[src/rtl/hex_word_serializer_pkg.sv]
// Shared constants and state encoding for the hex word serializer.
// ASCII anchors for digit conversion plus the controller state set.
package hex_pkg;

    localparam logic [7:0] ASC_0  = 8'h30;
    localparam logic [7:0] ASC_UA = 8'h41;
    localparam logic [7:0] ASC_LA = 8'h61;
    localparam logic [7:0] ASC_X  = 8'h78;

    typedef enum logic [1:0] {
        IDLE,
        PFX0,
        PFX1,
        DIGIT
    } state_t;

endpackage

[src/rtl/hex_word_serializer_n2a.sv]
// Combinational nibble to ASCII hex digit converter.
// Case of the letter digits is chosen by i_upper.
module nibble_to_ascii
    import hex_pkg::*;
(
    input  logic [3:0] i_nibble,
    input  logic       i_upper,
    output logic [7:0] o_ascii
);

    logic [7:0] w_nib;
    logic [7:0] w_base;

    assign w_nib  = {4'b0000, i_nibble};
    assign w_base = i_upper ? ASC_UA : ASC_LA;

    always_comb begin
        o_ascii = ASC_0 + w_nib;
        if (i_nibble > 4'd9)
            o_ascii = w_base + w_nib - 8'd10;
    end

endmodule

[src/rtl/hex_word_serializer.sv]
// Streams a binary word as ASCII hex digits, MSB nibble first,
// with an optional "0x" prefix, over valid/ready handshakes.
module hex_word_serializer
    import hex_pkg::*;
#(
    parameter int WORD_W      = 16,
    parameter int UPPERCASE   = 1,
    parameter int EMIT_PREFIX = 0
) (
    input  logic              i_clk,
    input  logic              i_rst_n,
    input  logic              i_valid,
    output logic              o_ready,
    input  logic [WORD_W-1:0] i_word,
    output logic              o_char_valid,
    input  logic              i_char_ready,
    output logic [7:0]        o_char,
    output logic              o_last,
    output logic              o_busy
);

    localparam int NIB = WORD_W / 4;
    localparam int CW  = (NIB > 1) ? $clog2(NIB) : 1;

    state_t            r_state;
    state_t            w_next;
    logic [WORD_W-1:0] r_shreg;
    logic [CW-1:0]     r_cnt;
    logic              w_load;
    logic              w_shift;
    logic [7:0]        w_digit;

    always_comb begin
        w_next  = r_state;
        w_load  = 1'b0;
        w_shift = 1'b0;
        unique case (r_state)
            IDLE: begin
                if (i_valid) begin
                    w_load = 1'b1;
                    w_next = (EMIT_PREFIX != 0) ? PFX0 : DIGIT;
                end
            end
            PFX0:
                if (i_char_ready) w_next = PFX1;
            PFX1:
                if (i_char_ready) w_next = DIGIT;
            DIGIT: begin
                if (i_char_ready) begin
                    if (r_cnt == '0) w_next  = IDLE;
                    else             w_shift = 1'b1;
                end
            end
            default: w_next = IDLE;
        endcase
    end

    always_ff @(posedge i_clk or negedge i_rst_n) begin
        if (!i_rst_n) begin
            r_state <= IDLE;
            r_shreg <= '0;
            r_cnt   <= '0;
        end else begin
            r_state <= w_next;
            if (w_load) begin
                r_shreg <= i_word;
                r_cnt   <= CW'(NIB - 1);
            end else if (w_shift) begin
                r_shreg <= r_shreg << 4;
                r_cnt   <= r_cnt - CW'(1);
            end
        end
    end

    nibble_to_ascii u_n2a (
        .i_nibble (r_shreg[WORD_W-1 -: 4]),
        .i_upper  (UPPERCASE != 0),
        .o_ascii  (w_digit)
    );

    // Outputs depend only on registered state, never on inputs.
    always_comb begin
        o_char = 8'h00;
        unique case (r_state)
            PFX0:    o_char = ASC_0;
            PFX1:    o_char = ASC_X;
            DIGIT:   o_char = w_digit;
            default: o_char = 8'h00;
        endcase
    end

    assign o_ready      = (r_state == IDLE);
    assign o_char_valid = (r_state != IDLE);
    assign o_busy       = (r_state != IDLE);
    assign o_last       = (r_state == DIGIT) && (r_cnt == '0);

endmodule

[config.mk]
export PLATFORM = sky130hd
export DESIGN_NAME = hex_word_serializer
export DESIGN_NICKNAME = d
export VERILOG_FILES = /design/src/rtl/hex_word_serializer_pkg.sv /design/src/rtl/hex_word_serializer_n2a.sv /design/src/rtl/hex_word_serializer.sv
export SDC_FILE = /design/constraint.sdc
export NUM_CORES = 1
export LEC_CHECK = 0
export ABC_CLOCK_PERIOD_IN_PS = 3470
export BUFFER_PORTS_ARGS = -buffer_cell sky130_fd_sc_hd__buf_4
export CORE_UTILIZATION = 30
export DETAILED_ROUTE_END_ITERATION = 7
export GPL_TIMING_DRIVEN = 1
export PLACE_DENSITY = 0.5
export SLEW_MARGIN = 30
export SYNTH_ARGS = -nofsm -noshare
export SYNTH_HDL_FRONTEND = slang
export SYNTH_SLANG_ARGS = --single-unit
[constraint.sdc]
create_clock -name i_clk -period 3.47 [get_ports i_clk]
set_input_delay 0.1735 -clock i_clk [delete_from_list [all_inputs] [get_ports i_clk]]
set_output_delay 0.1735 -clock i_clk [all_outputs]
set_load 0.05 [all_outputs]
* After elaboration in Yosys (flattened, before gate mapping)
Cells that the tools add are included.
** Word-level totals
- Bits in registers :: 20
- Bits in latches :: 0
- Memory bits (writable) :: 0
- Memory bits (read-only) :: 0
- Input port bits :: 20
- Output and inout port bits :: 12
- Word-level logic and storage cells :: 39
- Memories kept :: 0
** Operators by class
- Add/sub/neg operators :: 4
- Multiply operators :: 0
- Divide/modulo/power cells :: 0
- Magnitude comparators :: 1
- Equal/unequal tests :: 8
- Shift-type cells :: 0
- Muxes and demuxes :: 17
- Bitwise operators :: 0
- Reductions and logical operators :: 6
** Operators by type and width (number)
- 16-bit two-way mux :: 2
- 8-bit one-hot mux with 3 select lines :: 1
- 2-bit two-way mux :: 7
- 7-bit by 4-bit adder with 8-bit output, first input constant :: 1
- 8-bit two-way mux :: 1
- 2-bit inequality test, second input constant :: 4
- 2-bit one-hot mux with 4 select lines :: 1
- 8-bit by 4-bit subtractor with 8-bit output, second input constant :: 1
- 6-bit by 4-bit adder with 7-bit output, first input constant :: 1
- 1-bit two-way mux :: 5
- 5-bit AND reduction :: 1
- 2-bit equality test, second input constant :: 2
- 4-bit greater-than comparator, second input constant :: 1
- 2-bit logical NOT :: 2
- 2-bit nonzero test :: 2
- 2-bit by 1-bit equality test with 1-bit output, second input constant :: 1
- 2-bit by 1-bit inequality test with 1-bit output, second input constant :: 1
- 2-bit by 1-bit subtractor with 2-bit output, second input constant :: 1
- 1-bit logical AND :: 1

* Logic depth before layout (Yosys ltp)
- Depth after elaboration :: 6
- Mapped depth :: 6
- Mapped depth without buffers :: 5

* Modules after synthesis
Synthesis repeated with hierarchy kept, for this count alone.
** Unflattened totals
- Cells, all modules :: 117
- Area, all modules :: 1139.8 µm²
** By module, submodules not included
- hex_word_serializer :: times used 1, cells an instance 100, area each 1009.7 µm², sequential area each 500.5 µm²
- nibble_to_ascii :: times used 1, cells an instance 17, area each 130.1 µm², sequential area each 0.0 µm²

* Worst setup path before layout
No wires, ideal clock.
- Path type :: register -> output
- Start point :: reg r_state[0]
- End point :: out o_char_valid
- Arrival time :: 2095 ps
- Required time :: 3296 ps
- Path slack :: 1202 ps
- Stages on the path, launching flop included :: 5
- Buffers on the path :: 2
- Cells stage by stage :: dfrtp_1 -> buf_4 -> nor2_1 -> inv_1 -> buf_4
** Between the ends
- Longest elaborated chain between the ends :: 1
** Ends and longest elaborated chain
- from (decl) :: RTL line hex_word_serializer.sv:25 : state_t r_state;
- from (signal assigned) :: RTL line hex_word_serializer.sv:64 : r_state <= w_next;
- 2-bit nonzero test
- to (decl) :: RTL line hex_word_serializer.sv:15 : output logic o_char_valid,
No other way between the ends.

* Worst setup path in the final report
- Start point :: reg r_shreg[12]
- End point :: out o_char[0]
** Between the ends
- Longest elaborated chain between the ends :: 4
- Elaborated cells on any way between the ends :: 6
- Classes of those cells :: 3 x add/sub; 1 x order compare; 2 x mux
** Ends and longest elaborated chain
- from (decl) :: RTL line hex_word_serializer.sv:27 : logic [WORD_W-1:0] r_shreg;
- from (signal assigned) :: RTL line hex_word_serializer.sv:66 : r_shreg <= i_word;
- from (signal assigned) :: RTL line hex_word_serializer.sv:69 : r_shreg <= r_shreg << 4;
- 7-bit by 4-bit adder with 8-bit output :: RTL line hex_word_serializer_n2a.sv:20 : o_ascii = w_base + w_nib - 8'd10;
- 8-bit by 4-bit subtractor with 8-bit output :: RTL line hex_word_serializer_n2a.sv:20
- 8-bit two-way mux * :: RTL line hex_word_serializer_n2a.sv:19 : if (i_nibble > 4'd9)
- 8-bit one-hot mux with 3 select lines * :: RTL line hex_word_serializer.sv:84 : unique case (r_state)
- to (decl) :: RTL line hex_word_serializer.sv:17 : output logic [7:0] o_char,
Mark *: on every way between the ends. The rest lies on a longest branch, timed or not.

==> impl_results.html <==
<table>
<tr><th>Metric</th><th>Value</th></tr>
<tr><th colspan="2">Synthesis</th></tr>
<tr><td>Fraction of synthesized cell area taken by the top area cell type</td><td>0.447</td></tr>
<tr><td>Flip-flop and latch count after synthesis</td><td>20</td></tr>
<tr><td>Mapped Avg Cell Area</td><td>9.73 µm²</td></tr>
<tr><td>Synth area leader</td><td>sky130_fd_sc_hd__dfrtp_1</td></tr>
<tr><td>Post-synthesis cell count</td><td>115</td></tr>
<tr><td>Number of unique standard cell types used by synthesis</td><td>28</td></tr>
<tr><td>Post-Synthesis Cell Area</td><td>1120 µm²</td></tr>
<tr><td>Sequential-to-total area share from yosys stat</td><td>0.447</td></tr>
<tr><td>Syn Nets</td><td>138</td></tr>
<tr><td>Main area contributors after synthesis</td><td>sky130_fd_sc_hd__dfrtp_1, sky130_fd_sc_hd__mux2i_1, sky130_fd_sc_hd__a21oi_1</td></tr>
<tr><td>Synth warn</td><td>0</td></tr>
<tr><th colspan="2">Placement</th></tr>
<tr><td># port buffers</td><td>30</td></tr>
<tr><td>Cell Area, Placed</td><td>1330 µm²</td></tr>
<tr><td>Count of placed standard cells including taps</td><td>183</td></tr>
<tr><td>Total half-perimeter wirelength after legalization and detailed placement</td><td>1670 µm</td></tr>
<tr><td>Final RePlAce weighted congestion</td><td>0.724</td></tr>
<tr><th colspan="2">Worst setup path</th></tr>
<tr><td>Nature of the critical path startpoint</td><td>flop</td></tr>
<tr><td>Endpoint required time on the critical path</td><td>3300 ps</td></tr>
<tr><td>Critical path capture point type</td><td>output port</td></tr>
<tr><td>R2r setup slk</td><td>1560 ps</td></tr>
<tr><td>Classification of the worst setup path</td><td>reg -&gt; out</td></tr>
<tr><td>Largest fanout of any net on the critical path</td><td>6</td></tr>
<tr><td>R2R depth</td><td>5</td></tr>
<tr><td>Arr. time, crit path</td><td>1950 ps</td></tr>
<tr><td>R2r startpoint</td><td>r_cnt[0]$_DFFE_PN0P_</td></tr>
<tr><td>Endpoint of the most critical register-to-register path</td><td>r_shreg[3]$_DFFE_PN0P_</td></tr>
<tr><th colspan="2">Final layout</th></tr>
<tr><td>Reg area</td><td>500 µm²</td></tr>
<tr><td>Total of fill cells in the finished design</td><td>355</td></tr>
<tr><td>Number of inserted diodes</td><td>0</td></tr>
<tr><td>Post-route standard cell area excluding fillers</td><td>1410 µm²</td></tr>
<tr><td>Net count, final</td><td>166</td></tr>
<tr><td>Final non-filler cell total</td><td>188</td></tr>
<tr><td>Share of layout cells above drive strength 1</td><td>0.268</td></tr>
<tr><td>Post-synthesis to final-layout area growth</td><td>26.2%</td></tr>
<tr><td>Multi-input gate area</td><td>520 µm²</td></tr>
<tr><th colspan="2">Timing</th></tr>
<tr><td>Pin slew with the least headroom to its limit</td><td>844 ps</td></tr>
<tr><td>Final hold viol count</td><td>0</td></tr>
<tr><td>Worst hold slack after final layout</td><td>110 ps</td></tr>
<tr><td>Final worst path period share</td><td>0.611</td></tr>
<tr><td>Worst setup skew after layout</td><td>7.69 ps</td></tr>
<tr><td>Max Transition Viols Final</td><td>0</td></tr>
<tr><td>RSZ-0062 raised after global routing</td><td>false</td></tr>
<tr><td>Rel. slew slack</td><td>0.437</td></tr>
<tr><td>Final number of setup-violating endpoints</td><td>0</td></tr>
<tr><td>Max Fclk</td><td>472 MHz</td></tr>
<tr><td>Setup Total Neg Slack</td><td>0 ps</td></tr>
<tr><td>Final critical path time including I/O delays and setup</td><td>2120 ps</td></tr>
<tr><th colspan="2">Floorplanning</th></tr>
<tr><td>Horizontal die dimension</td><td>63.1 µm</td></tr>
<tr><td>Area of the die</td><td>3980 µm²</td></tr>
<tr><td>Effective utilization at floorplan</td><td>0.325</td></tr>
<tr><td>Vertical extent of the die</td><td>63.1 µm</td></tr>
<tr><td>Area of the core region</td><td>3440 µm²</td></tr>
<tr><td>Row count</td><td>21</td></tr>
<tr><td>Number of top-level design ports</td><td>32</td></tr>
<tr><th colspan="2">Global route</th></tr>
<tr><td>Largest net degree at the start of global routing</td><td>29</td></tr>
<tr><td>Antenna violations before repair</td><td>0</td></tr>
<tr><td>Tot GR Track Use</td><td>0.126</td></tr>
<tr><td>Total congestion overflow</td><td>0</td></tr>
<tr><td>Vias in the first global route</td><td>868</td></tr>
<tr><td>Wire length of the first global-routing pass</td><td>3880 µm</td></tr>
<tr><th colspan="2">Routing</th></tr>
<tr><td>Final WL</td><td>2260 µm</td></tr>
<tr><td>Via count</td><td>888</td></tr>
<tr><td>DRC violation count after routing</td><td>0</td></tr>
<tr><td>Number of detailed-route iterations in the first pass</td><td>4</td></tr>
<tr><td>Per-cell routed wire length</td><td>12.0 µm</td></tr>
<tr><td>Count of nets left with antenna violations after detail routing</td><td>0</td></tr>
<tr><td>Vias/cell</td><td>4.72</td></tr>
<tr><td>Count of routing violations after the opening detailed-route iteration</td><td>39</td></tr>
<tr><th colspan="2">Clock tree</th></tr>
<tr><td>Clock root buffer</td><td>sky130_fd_sc_hd__clkbuf_8</td></tr>
<tr><td>Total number of H-tree levels</td><td>1</td></tr>
<tr><td>Maximum number of buffers from clock root to sink</td><td>2</td></tr>
<tr><td>CTS tree</td><td>built</td></tr>
<tr><td>CTS sink cnt</td><td>20</td></tr>
<tr><td>Clock buffer count from CTS</td><td>3</td></tr>
<tr><td>Clk pin slew, worst setup/hold paths</td><td>80 ps</td></tr>
<tr><td>Worst skew pair latency</td><td>260 ps</td></tr>
<tr><td>Number of instances resized during post-cts repair</td><td>0</td></tr>
<tr><th colspan="2">Min path</th></tr>
<tr><td>Kind of path behind the tightest hold check</td><td>in -&gt; reg</td></tr>
<tr><td>Min-Delay Path Depth</td><td>2</td></tr>
<tr><td>Origin of the worst min-delay path</td><td>i_char_ready</td></tr>
<tr><td>Worst hold endpoint</td><td>r_state[1]$_DFFE_PN0P_</td></tr>
<tr><th colspan="2">Power and ir drop</th></tr>
<tr><td>P per Cell Area</td><td>1040 nW/µm²</td></tr>
<tr><td>Max rail drop VDD</td><td>0.278 mV</td></tr>
<tr><td>Static leakage</td><td>0.734 nW</td></tr>
<tr><td>Total power after layout</td><td>0.00147 W</td></tr>
<tr><th colspan="2">Run</th></tr>
<tr><td>Total of max-cap violations</td><td>0</td></tr>
<tr><th colspan="2">Status</th></tr>
<tr><td>Run status</td><td>complete, no violations</td></tr>
</table>
-- critical path: stages, from the launching register on --
cell and delay (ps):
sky130_fd_sc_hd__dfrtp_1 450, sky130_fd_sc_hd__inv_1 70, sky130_fd_sc_hd__ha_1 230, sky130_fd_sc_hd__o21ba_2 250, sky130_fd_sc_hd__or3_1 320, sky130_fd_sc_hd__a21oi_1 150, sky130_fd_sc_hd__buf_4 210
-- worst max-delay path by stage --
stage	slack [ps]	from	cells past startpoint	end
4_1_cts	1340	r_shreg[12]$_DFFE_PN0P_	6	o_char[0]
6_report	1350	r_shreg[12]$_DFFE_PN0P_	6	o_char[0]
3_3_place_gp	1580	r_cnt[0]$_DFFE_PN0P_	5	r_shreg[0]$_DFFE_PN0P_
5_1_grt	1220	r_shreg[12]$_DFFE_PN0P_	6	o_char[0]
3_5_place_dp	1550	r_cnt[0]$_DFFE_PN0P_	5	r_shreg[1]$_DFFE_PN0P_
2_1_floorplan	1200	r_state[0]$_DFFE_PN0P_	4	o_char_valid
-- cell usage in the layout (no fill, tap or decap), drive strengths merged, types with 2 or more instances in the layout --
| cell | n |
|---|---|
| nor2 | 15 |
| nand2 | 5 |
| a22o | 4 |
| or3 | 2 |
| mux2i | 12 |
| and2 | 4 |
| a21oi | 17 |
| buf | 30 |
| clkbuf | 3 |
| inv | 7 |
| o21ai | 3 |
| nand3 | 2 |
| dfrtp | 20 |
| ha | 3 |
-- cell usage after synthesis, drive strengths merged --
master	number
o21ai	3
or3b	1
ha	3
xnor2	1
and3	1
a211oi	1
nor2	15
inv	7
a31oi	1
a22o	4
or2	1
nand3	2
or3	2
and2	4
o311ai	1
dfrtp	20
a21oi	17
buf	8
o21ba	1
a21boi	1
mux2i	12
nand2	5
nand4b	1
conb	1
o211ai	1
nand2b	1
-- where the power goes --
group	internal (W)	total (W)	switching [W]
Combinational	0.000308	0.000816	0.000509
Sequential	0.000332	0.000418	0.0000855
Clock	0.000154	0.000233	0.0000788
Total	0.000794	0.00147	0.000673
-- area by class of cell --
| class | count | area share |
|---|---|---|
| Multi-Input combinational cell | 80 | 0.369 |
| Clock buffer | 3 | 0.0293 |
| Inverter | 7 | 0.0186 |
| Tap cell | 46 | 0.0408 |
| Clock inverter | 1 | 0.0213 |
| Timing Repair Buffer | 31 | 0.167 |
| Sequential cell | 20 | 0.355 |
-- cell families (layout without fill, tap and decap cells) --
kind of cell,count (synthesis),count (layout),synth area share
compound gates,30,30,0.163
xor+xnor,1,1,0.00783
fa+ha+maj,3,3,0.0336
buf+inv,15,42,0.0873
flops,20,20,0.447
mux,12,12,0.107
other cells,1,1,0.00335
simple gates,33,33,0.150
-- stage by stage --
step | worst slack, ps | util
2_1_floorplan | 1200 | -
3_3_place_gp | 1580 | 0.386
3_5_place_dp | 1550 | 0.386
4_1_cts | 1340 | 0.410
5_1_grt | 1220 | 0.410
6_report | 1350 | 0.410
-- timing repair --
action / CTS / global route
endpoints found under the setup margin: 0 / 0
endpoints found under the hold margin: 20 / 0
setup buffers: 0 / 0
hold buffers: 1 / 0
-- metal layers --
layer  routed length (µm)  track usage  vias to the layer above
li1                     -            -                      446
met1                 1060        0.153                      413
met2                 1040        0.206                       24
met3                  107       0.0254                        5
met4                   49       0.0698                        0
met5                    0            0                        -
-- registers in the layout (all words and copies together) (netlist names) --
register  count
r_shreg      16
r_cnt         2
r_state       2
No activity file was read; power rests on OpenSTA's default activity.
